$ cat src/rtl/mfp_als_spi_controller_if.sv
// Host/sensor-facing signal bundle of the PmodALS SPI controller.
// The controller takes the master modport; the host register file and sensor take slave.
interface mfp_als_spi_controller_if;
    logic        start;
    logic        auto_en;
    logic        busy;
    logic [7:0]  value;
    logic [15:0] frame;
    logic        value_valid;
    logic        frame_err;
    logic        SPI_CS;
    logic        SPI_SCK;
    logic        SPI_SDO;

    modport master (
        input  start, auto_en, SPI_SDO,
        output busy, value, frame, value_valid, frame_err, SPI_CS, SPI_SCK
    );

    modport slave (
        output start, auto_en, SPI_SDO,
        input  busy, value, frame, value_valid, frame_err, SPI_CS, SPI_SCK
    );
endinterface

$ cat src/rtl/mfp_als_spi_controller.sv
// SPI master and sample scheduler for the PmodALS light sensor: merges software and
// periodic requests, frames 16-bit reads and holds the extracted 8-bit light value.
module mfp_als_spi_controller #(
    parameter int CLK_DIV = 8,
    parameter int PERIOD  = 100000,
    parameter int QUIET   = 1
) (
    input  logic                      clk,
    input  logic                      rst,
    mfp_als_spi_controller_if.master  bus
);

    localparam int DIV_W = $clog2(CLK_DIV);
    localparam int TMR_W = $clog2(PERIOD);
    localparam int Q_W   = $clog2(QUIET + 1);

    localparam logic [DIV_W-1:0] DIV_LAST = DIV_W'(CLK_DIV - 1);
    localparam logic [TMR_W-1:0] TMR_LAST = TMR_W'(PERIOD - 1);
    localparam logic [Q_W-1:0]   Q_INIT   = Q_W'(QUIET);

    typedef enum logic [1:0] {S_IDLE, S_SHIFT, S_DONE, S_QUIET} state_t;

    state_t            state_q, state_d;
    logic [DIV_W-1:0]  div_q, div_d;
    logic              sck_q, sck_d;
    logic [TMR_W-1:0]  timer_q, timer_d;
    logic              pending_q, pending_d;
    logic              cs_q, cs_d;
    logic [15:0]       sr_q, sr_d;
    logic [4:0]        bitcnt_q, bitcnt_d;
    logic [Q_W-1:0]    qcnt_q, qcnt_d;
    logic [15:0]       frame_q, frame_d;
    logic [7:0]        value_q, value_d;
    logic              err_q, err_d;
    logic              valid_q, valid_d;

    logic div_term, rise_tick, fall_tick, timer_exp, frame_begin;

    assign div_term    = (div_q == DIV_LAST);
    assign rise_tick   = div_term && !sck_q;
    assign fall_tick   = div_term && sck_q;
    assign timer_exp   = bus.auto_en && (timer_q == TMR_LAST);
    assign frame_begin = (state_q == S_IDLE) && pending_q && rise_tick;

    // State register: every flop of the block, reset synchronously.
    always_ff @(posedge clk) begin
        // NOTE: non-blocking so every flop samples values from before the edge.
        if (rst) begin
            state_q   <= S_IDLE;
            div_q     <= '0;
            sck_q     <= 1'b1;
            timer_q   <= '0;
            pending_q <= 1'b0;
            cs_q      <= 1'b1;
            sr_q      <= '0;
            bitcnt_q  <= '0;
            qcnt_q    <= '0;
            frame_q   <= '0;
            value_q   <= '0;
            err_q     <= 1'b0;
            valid_q   <= 1'b0;
        end else begin
            state_q   <= state_d;
            div_q     <= div_d;
            sck_q     <= sck_d;
            timer_q   <= timer_d;
            pending_q <= pending_d;
            cs_q      <= cs_d;
            sr_q      <= sr_d;
            bitcnt_q  <= bitcnt_d;
            qcnt_q    <= qcnt_d;
            frame_q   <= frame_d;
            value_q   <= value_d;
            err_q     <= err_d;
            valid_q   <= valid_d;
        end
    end

    // Free-running SCK, auto-sample timer and the single-entry request latch.
    always_comb begin
        div_d = div_term ? '0 : div_q + DIV_W'(1);
        sck_d = div_term ? !sck_q : sck_q;

        if (!bus.auto_en || timer_q == TMR_LAST) begin
            timer_d = '0;
        end else begin
            timer_d = timer_q + TMR_W'(1);
        end

        // A request coinciding with frame start is the one that frame services.
        pending_d = frame_begin ? 1'b0 : (pending_q || bus.start || timer_exp);
    end

    always_comb begin
        state_d = state_q;
        unique case (state_q)
            S_IDLE:  if (pending_q && rise_tick) state_d = S_SHIFT;
            S_SHIFT: if (rise_tick && bitcnt_q == 5'd15) state_d = S_DONE;
            S_DONE:  state_d = S_QUIET;
            S_QUIET: if (qcnt_q == '0) state_d = S_IDLE;
            default: state_d = S_IDLE;
        endcase
    end

    always_comb begin
        // NOTE: hold-value defaults first, so no branch leaves a signal unassigned (no latch).
        cs_d     = cs_q;
        sr_d     = sr_q;
        bitcnt_d = bitcnt_q;
        qcnt_d   = qcnt_q;
        frame_d  = frame_q;
        value_d  = value_q;
        err_d    = err_q;
        valid_d  = 1'b0;

        unique case (state_q)
            S_IDLE: begin
                if (frame_begin) begin
                    cs_d     = 1'b0;
                    bitcnt_d = '0;
                end
            end
            S_SHIFT: begin
                if (rise_tick) begin
                    sr_d     = {sr_q[14:0], bus.SPI_SDO};
                    bitcnt_d = (bitcnt_q == 5'd16) ? 5'd16 : bitcnt_q + 5'd1;
                    if (bitcnt_q == 5'd15) cs_d = 1'b1;
                end
            end
            S_DONE: begin
                frame_d = sr_q;
                value_d = sr_q[11:4];
                err_d   = (sr_q[15:12] != 4'h0) || (sr_q[3:0] != 4'h0);
                valid_d = 1'b1;
                qcnt_d  = Q_INIT;
            end
            S_QUIET: begin
                if (fall_tick && qcnt_q != '0) qcnt_d = qcnt_q - Q_W'(1);
            end
            default: ;
        endcase
    end

    assign bus.busy        = (state_q != S_IDLE) || pending_q;
    assign bus.value       = value_q;
    assign bus.frame       = frame_q;
    assign bus.value_valid = valid_q;
    assign bus.frame_err   = err_q;
    assign bus.SPI_CS      = cs_q;
    assign bus.SPI_SCK     = sck_q;

endmodule

$ cat src/flat_wrapper.sv
// flat-port wrapper written by rule: the top's interface ports become plain ports
module mfp_als_spi_controller_flat 
#(
    parameter int CLK_DIV = 8,
    parameter int PERIOD  = 100000,
    parameter int QUIET   = 1
)
  (clk, rst, bus_start, bus_auto_en, bus_SPI_SDO, bus_busy, bus_value, bus_frame, bus_value_valid, bus_frame_err, bus_SPI_CS, bus_SPI_SCK);
  mfp_als_spi_controller_if bus_i ();
  input  logic clk;
  input  logic rst;
  input wire logic [$bits(bus_i.start)-1:0] bus_start;
  input wire logic [$bits(bus_i.auto_en)-1:0] bus_auto_en;
  input wire logic [$bits(bus_i.SPI_SDO)-1:0] bus_SPI_SDO;
  output wire logic [$bits(bus_i.busy)-1:0] bus_busy;
  output wire logic [$bits(bus_i.value)-1:0] bus_value;
  output wire logic [$bits(bus_i.frame)-1:0] bus_frame;
  output wire logic [$bits(bus_i.value_valid)-1:0] bus_value_valid;
  output wire logic [$bits(bus_i.frame_err)-1:0] bus_frame_err;
  output wire logic [$bits(bus_i.SPI_CS)-1:0] bus_SPI_CS;
  output wire logic [$bits(bus_i.SPI_SCK)-1:0] bus_SPI_SCK;
  assign bus_i.start = bus_start;
  assign bus_i.auto_en = bus_auto_en;
  assign bus_i.SPI_SDO = bus_SPI_SDO;
  assign bus_busy = bus_i.busy;
  assign bus_value = bus_i.value;
  assign bus_frame = bus_i.frame;
  assign bus_value_valid = bus_i.value_valid;
  assign bus_frame_err = bus_i.frame_err;
  assign bus_SPI_CS = bus_i.SPI_CS;
  assign bus_SPI_SCK = bus_i.SPI_SCK;
  mfp_als_spi_controller #(.CLK_DIV(CLK_DIV), .PERIOD(PERIOD), .QUIET(QUIET)) u_core (.clk(clk), .rst(rst), .bus(bus_i));
endmodule
$ cat config.mk
export PLATFORM = sky130hd
export DESIGN_NAME = mfp_als_spi_controller_flat
export DESIGN_NICKNAME = d
export VERILOG_FILES = /design/src/rtl/mfp_als_spi_controller_if.sv /design/src/rtl/mfp_als_spi_controller.sv /design/src/flat_wrapper.sv
export SDC_FILE = /design/constraint.sdc
export NUM_CORES = 1
export LEC_CHECK = 0
export BUFFER_PORTS_ARGS = -buffer_cell sky130_fd_sc_hd__buf_2
export CORE_ASPECT_RATIO = 1.25
export CORE_MARGIN = 5
export CORE_UTILIZATION = 30
export DETAILED_ROUTE_END_ITERATION = 6
export PLACE_DENSITY = 0.5
export RECOVER_POWER = 25
export SETUP_SLACK_MARGIN = 0.3
export SYNTH_ARGS = -nofsm -noshare
export SYNTH_HDL_FRONTEND = slang
export SYNTH_SLANG_ARGS = --single-unit
$ cat constraint.sdc
create_clock -name clk -period 1.9 [get_ports clk]
set_input_delay 0.285 -clock clk [delete_from_list [all_inputs] [get_ports clk]]
set_output_delay 0.285 -clock clk [all_outputs]
set_load 0.005 [all_outputs]
==> results.py <==
metrics = {
    "floorplanning": {
        "start_util_pct": 30.4,
        "chipWidth_um": 95.8,
        "dieArea_um2": 11200,
        "ios": 34,
        "core_area_um2": 9080,
        "die_h_um": 117,
        "rows": 39,
    },
    "power": {
        "p_leak_nw": 1.31,
        "irDropWorstVdd_mv": 0.458,
        "power_density_nw_per_um2": 865,
    },
    "worst_setup_path": {
        "path_class": "reg2reg",
        "critPathRequiredTime_ns": 2.09,
        "crit_buf_inv": 0,
        "r2r_cells": 6,
        "cpMaxStageDelayCell": "dfxtp_2",
        "startpoint": "u_core.div_q[1]",
        "cp_top_family": "adder cells",
        "crit_cells": 6,
        "critPathCaptureType": "register",
        "cpPeakStageDelay_ns": 0.31,
        "cp_max_fo": 7,
        "crit-reg2reg-launch": "u_core.div_q[1]",
        "r2r_slack_ns": 0.27,
        "crit_chain": "ha_1 -> ha_4 -> and2b_2 -> o2111ai_4 -> mux2i_1 -> nor2_1",
        "worstPathArrival_ns": 1.82,
        "start_kind": "register",
    },
    "min_path": {
        "hold_depth": 2,
        "worstHoldStart": "bus_start",
        "holdCritPathClass": "in2reg",
    },
    "cells_and_area": {
        "fill_cells": 927,
        "utilization_pct": 39.3,
        "drive_gt1_share_pct": 28.2,
        "area_growth_pct": 29.2,
        "layout_commonest_cell": "dfxtp_1",
        "final_cell_mix": "dfxtp_1 (50), nor2_1 (42), nand2_1 (42)",
        "final_nets": 362,
        "diodes": 0,
    },
    "sta": {
        "finalMaxSlewViolations": 0,
        "setup_viol": 0,
        "fmax_mhz": 614,
        "relSlewSlack_pct": 67.3,
        "hold_violations": 0,
        "rsz0062_at_grt": "yes",
        "finClkSkew_ns": 0.00374,
        "min_period_ns": 1.63,
        "fin_setup_tns_ns": 0,
        "worstMarginPinSlew_ns": 0.491,
        "fin_crit_sh_pct": 85.8,
    },
    "synthesis": {
        "synth.top_cell.area_share_pct": 47.1,
        "synth.ff_latch_count": 65,
        "synth_area_leaders": "dfxtp_1 (47%), mux2i_1 (6.5%), nand2_1 (5.7%)",
        "yosysTopAreaCell": "dfxtp_1",
        "synth_cell_types": 42,
        "syn_nets": 322,
        "synth.yosys.seq_area_share_pct": 47.1,
        "yosys_warnings": 0,
        "synth.cell_area_um2": 2760,
        "synth_area_per_cell_um2": 9.02,
        "synth_cells": 306,
    },
    "routing": {
        "vias": 2152,
        "wl_per_cell_um": 12.0,
        "route.detailed.drc": 0,
        "drtAntennaViolNets": 0,
        "vias_per_cell": 4.54,
        "drt-pass1-iter-count": 4,
        "drtIter0Drc": 60,
        "routed_wl_um": 5680,
    },
    "run": {
        "max_cap_viol_count": 0,
    },
    "grt": {
        "grt_pass1_wl_um": 9270,
        "grt_start_max_net_pins": 47,
        "grt.overflow.total": 0,
        "track_usage_pct": 10.7,
        "antenna_found_initial": 0,
        "first_global_vias": 1972,
    },
    "clock_tree": {
        "clkSlewWorstSetupHoldPaths_ns": 0.06,
        "cts_tree": "yes",
        "cts_sinks": 65,
        "h-tree-depth": 3,
        "clock-root-buffer": "clkbuf_16",
        "clockBufferDepth": 2,
        "clk_latency_ns": 0.33,
        "cts_buffers": 9,
    },
    "place": {
        "dp_hpwl_um": 3590,
        "place.port_buffers": 33,
        "finalWeightedCongestion": 0.772,
    },
    "status": {
        "status": "finished clean",
    },
}
stage by stage:
| step | hold slack [ns] | power [mW] | cell area [µm²] | instances | setup slack [ns] |
|---|---|---|---|---|---|
| detailed placement | 0.419 | 1.46 | 3020 | 447 | 0.117 |
| global route | 0.190 | 3.21 | 3570 | 474 | 0.207 |
| CTS | 0.183 | 3.14 | 3390 | 464 | 0.273 |
| global placement | 0.411 | 1.46 | 3020 | 447 | 0.180 |
| finish | 0.196 | 3.08 | 3570 | 474 | 0.271 |
| floorplan | 0.404 | 1.44 | 2780 | 306 | 0.311 |
cells by family (layout without fill, tap and decap cells):
| kind of cell | count (synthesis) | after routing | synth area share (%) |
|---|---|---|---|
| AO/OA/AOI/OAI | 35 | 35 | 7.89 |
| XOR/XNOR | 15 | 15 | 4.76 |
| adder cells (fa/ha/maj) | 11 | 11 | 4.99 |
| buffers and inverters | 29 | 74 | 5.35 |
| flip-flops | 65 | 65 | 47.1 |
| multiplexers | 18 | 18 | 6.53 |
| AND/OR/NAND/NOR | 133 | 133 | 23.3 |
layer usage:
metal	wire (µm)	GRT usage, %	up-vias
li1	-	-	1113
met3	316	4.16	6
met5	0	0	-
met4	82	5.50	0
met1	2540	13.0	996
met2	2740	16.4	37
final cells by class:
type,instances,area (µm²),share of cell area [%]
Multi-Input combinational cell,212,1450,40.5
Sequential cell,65,1340,37.5
Timing Repair Buffer,49,293,8.21
Clock buffer,9,225,6.31
Tap cell,123,154,4.31
Clock inverter,7,77.6,2.17
Inverter,9,33.8,0.947
worst register-to-register path, stage by stage, from the launching register on:
cell and delay, ns:
dfxtp_2 0.31, ha_1 0.23, ha_4 0.19, and2b_2 0.25, o2111ai_4 0.25, mux2i_1 0.22
nor2_1 0.05
final timing paths:
| check | endpoint |
|---|---|
| worst max register to register | u_core.state_q[1] |
| worst min-delay path | u_core.pending_q |
| worst min register to register | u_core.div_q[0] |
| worst max-delay path | u_core.state_q[1] |
synth_stat cells, drive strengths merged:
master	number
or4	1
nor2	42
mux2i	18
and4	2
and3	1
nand2	42
o31a	1
o311ai	1
nor3	8
buf	12
ha	11
and2b	1
nor2b	3
xnor2	11
xor2	4
nand4bb	1
nand2b	2
nor4b	1
a21oi	23
o211ai	1
nand3b	2
inv	9
clkbuf	8
nand4	5
and2	3
o21ai	4
dfxtp	65
a211oi	2
nand3	9
nor4	5
or2	1
nor3b	2
or4b	1
o2111ai	1
a32oi	1
a22oi	1
or3	1
report_power, final:
part | switching [mW] | internal (mW) | leakage [nW]
logic | 0.0373 | 0.0249 | 0.626
registers | 0.00668 | 1.36 | 0.534
clock network | 0.626 | 1.03 | 0.146
state kept, by name (all words and copies together) (netlist names):
name,count
u_core.bus.value,7
u_core.bitcnt_q,5
u_core.div_q,3
u_core.pending_q,1
u_core.state_q,2
u_core.sr_q,16
u_core.bus.frame_err,1
u_core.bus.value_valid,1
u_core.timer_q,17
u_core.qcnt_q,1
u_core.bus.SPI_CS,1
u_core.bus.SPI_SCK,1
u_core.bus.frame,9
repair_timing:
action | 4_1_cts | 5_1_grt
pin swaps | 2 | 7
setup endpoints to repair | 37 | 44
resized for setup | 16 | 38
buffers inserted | 1 | 9
gates cloned | 0 | 1
hold buffers | 0 | 0
Note: power is estimated with default switching activity, not from simulation.
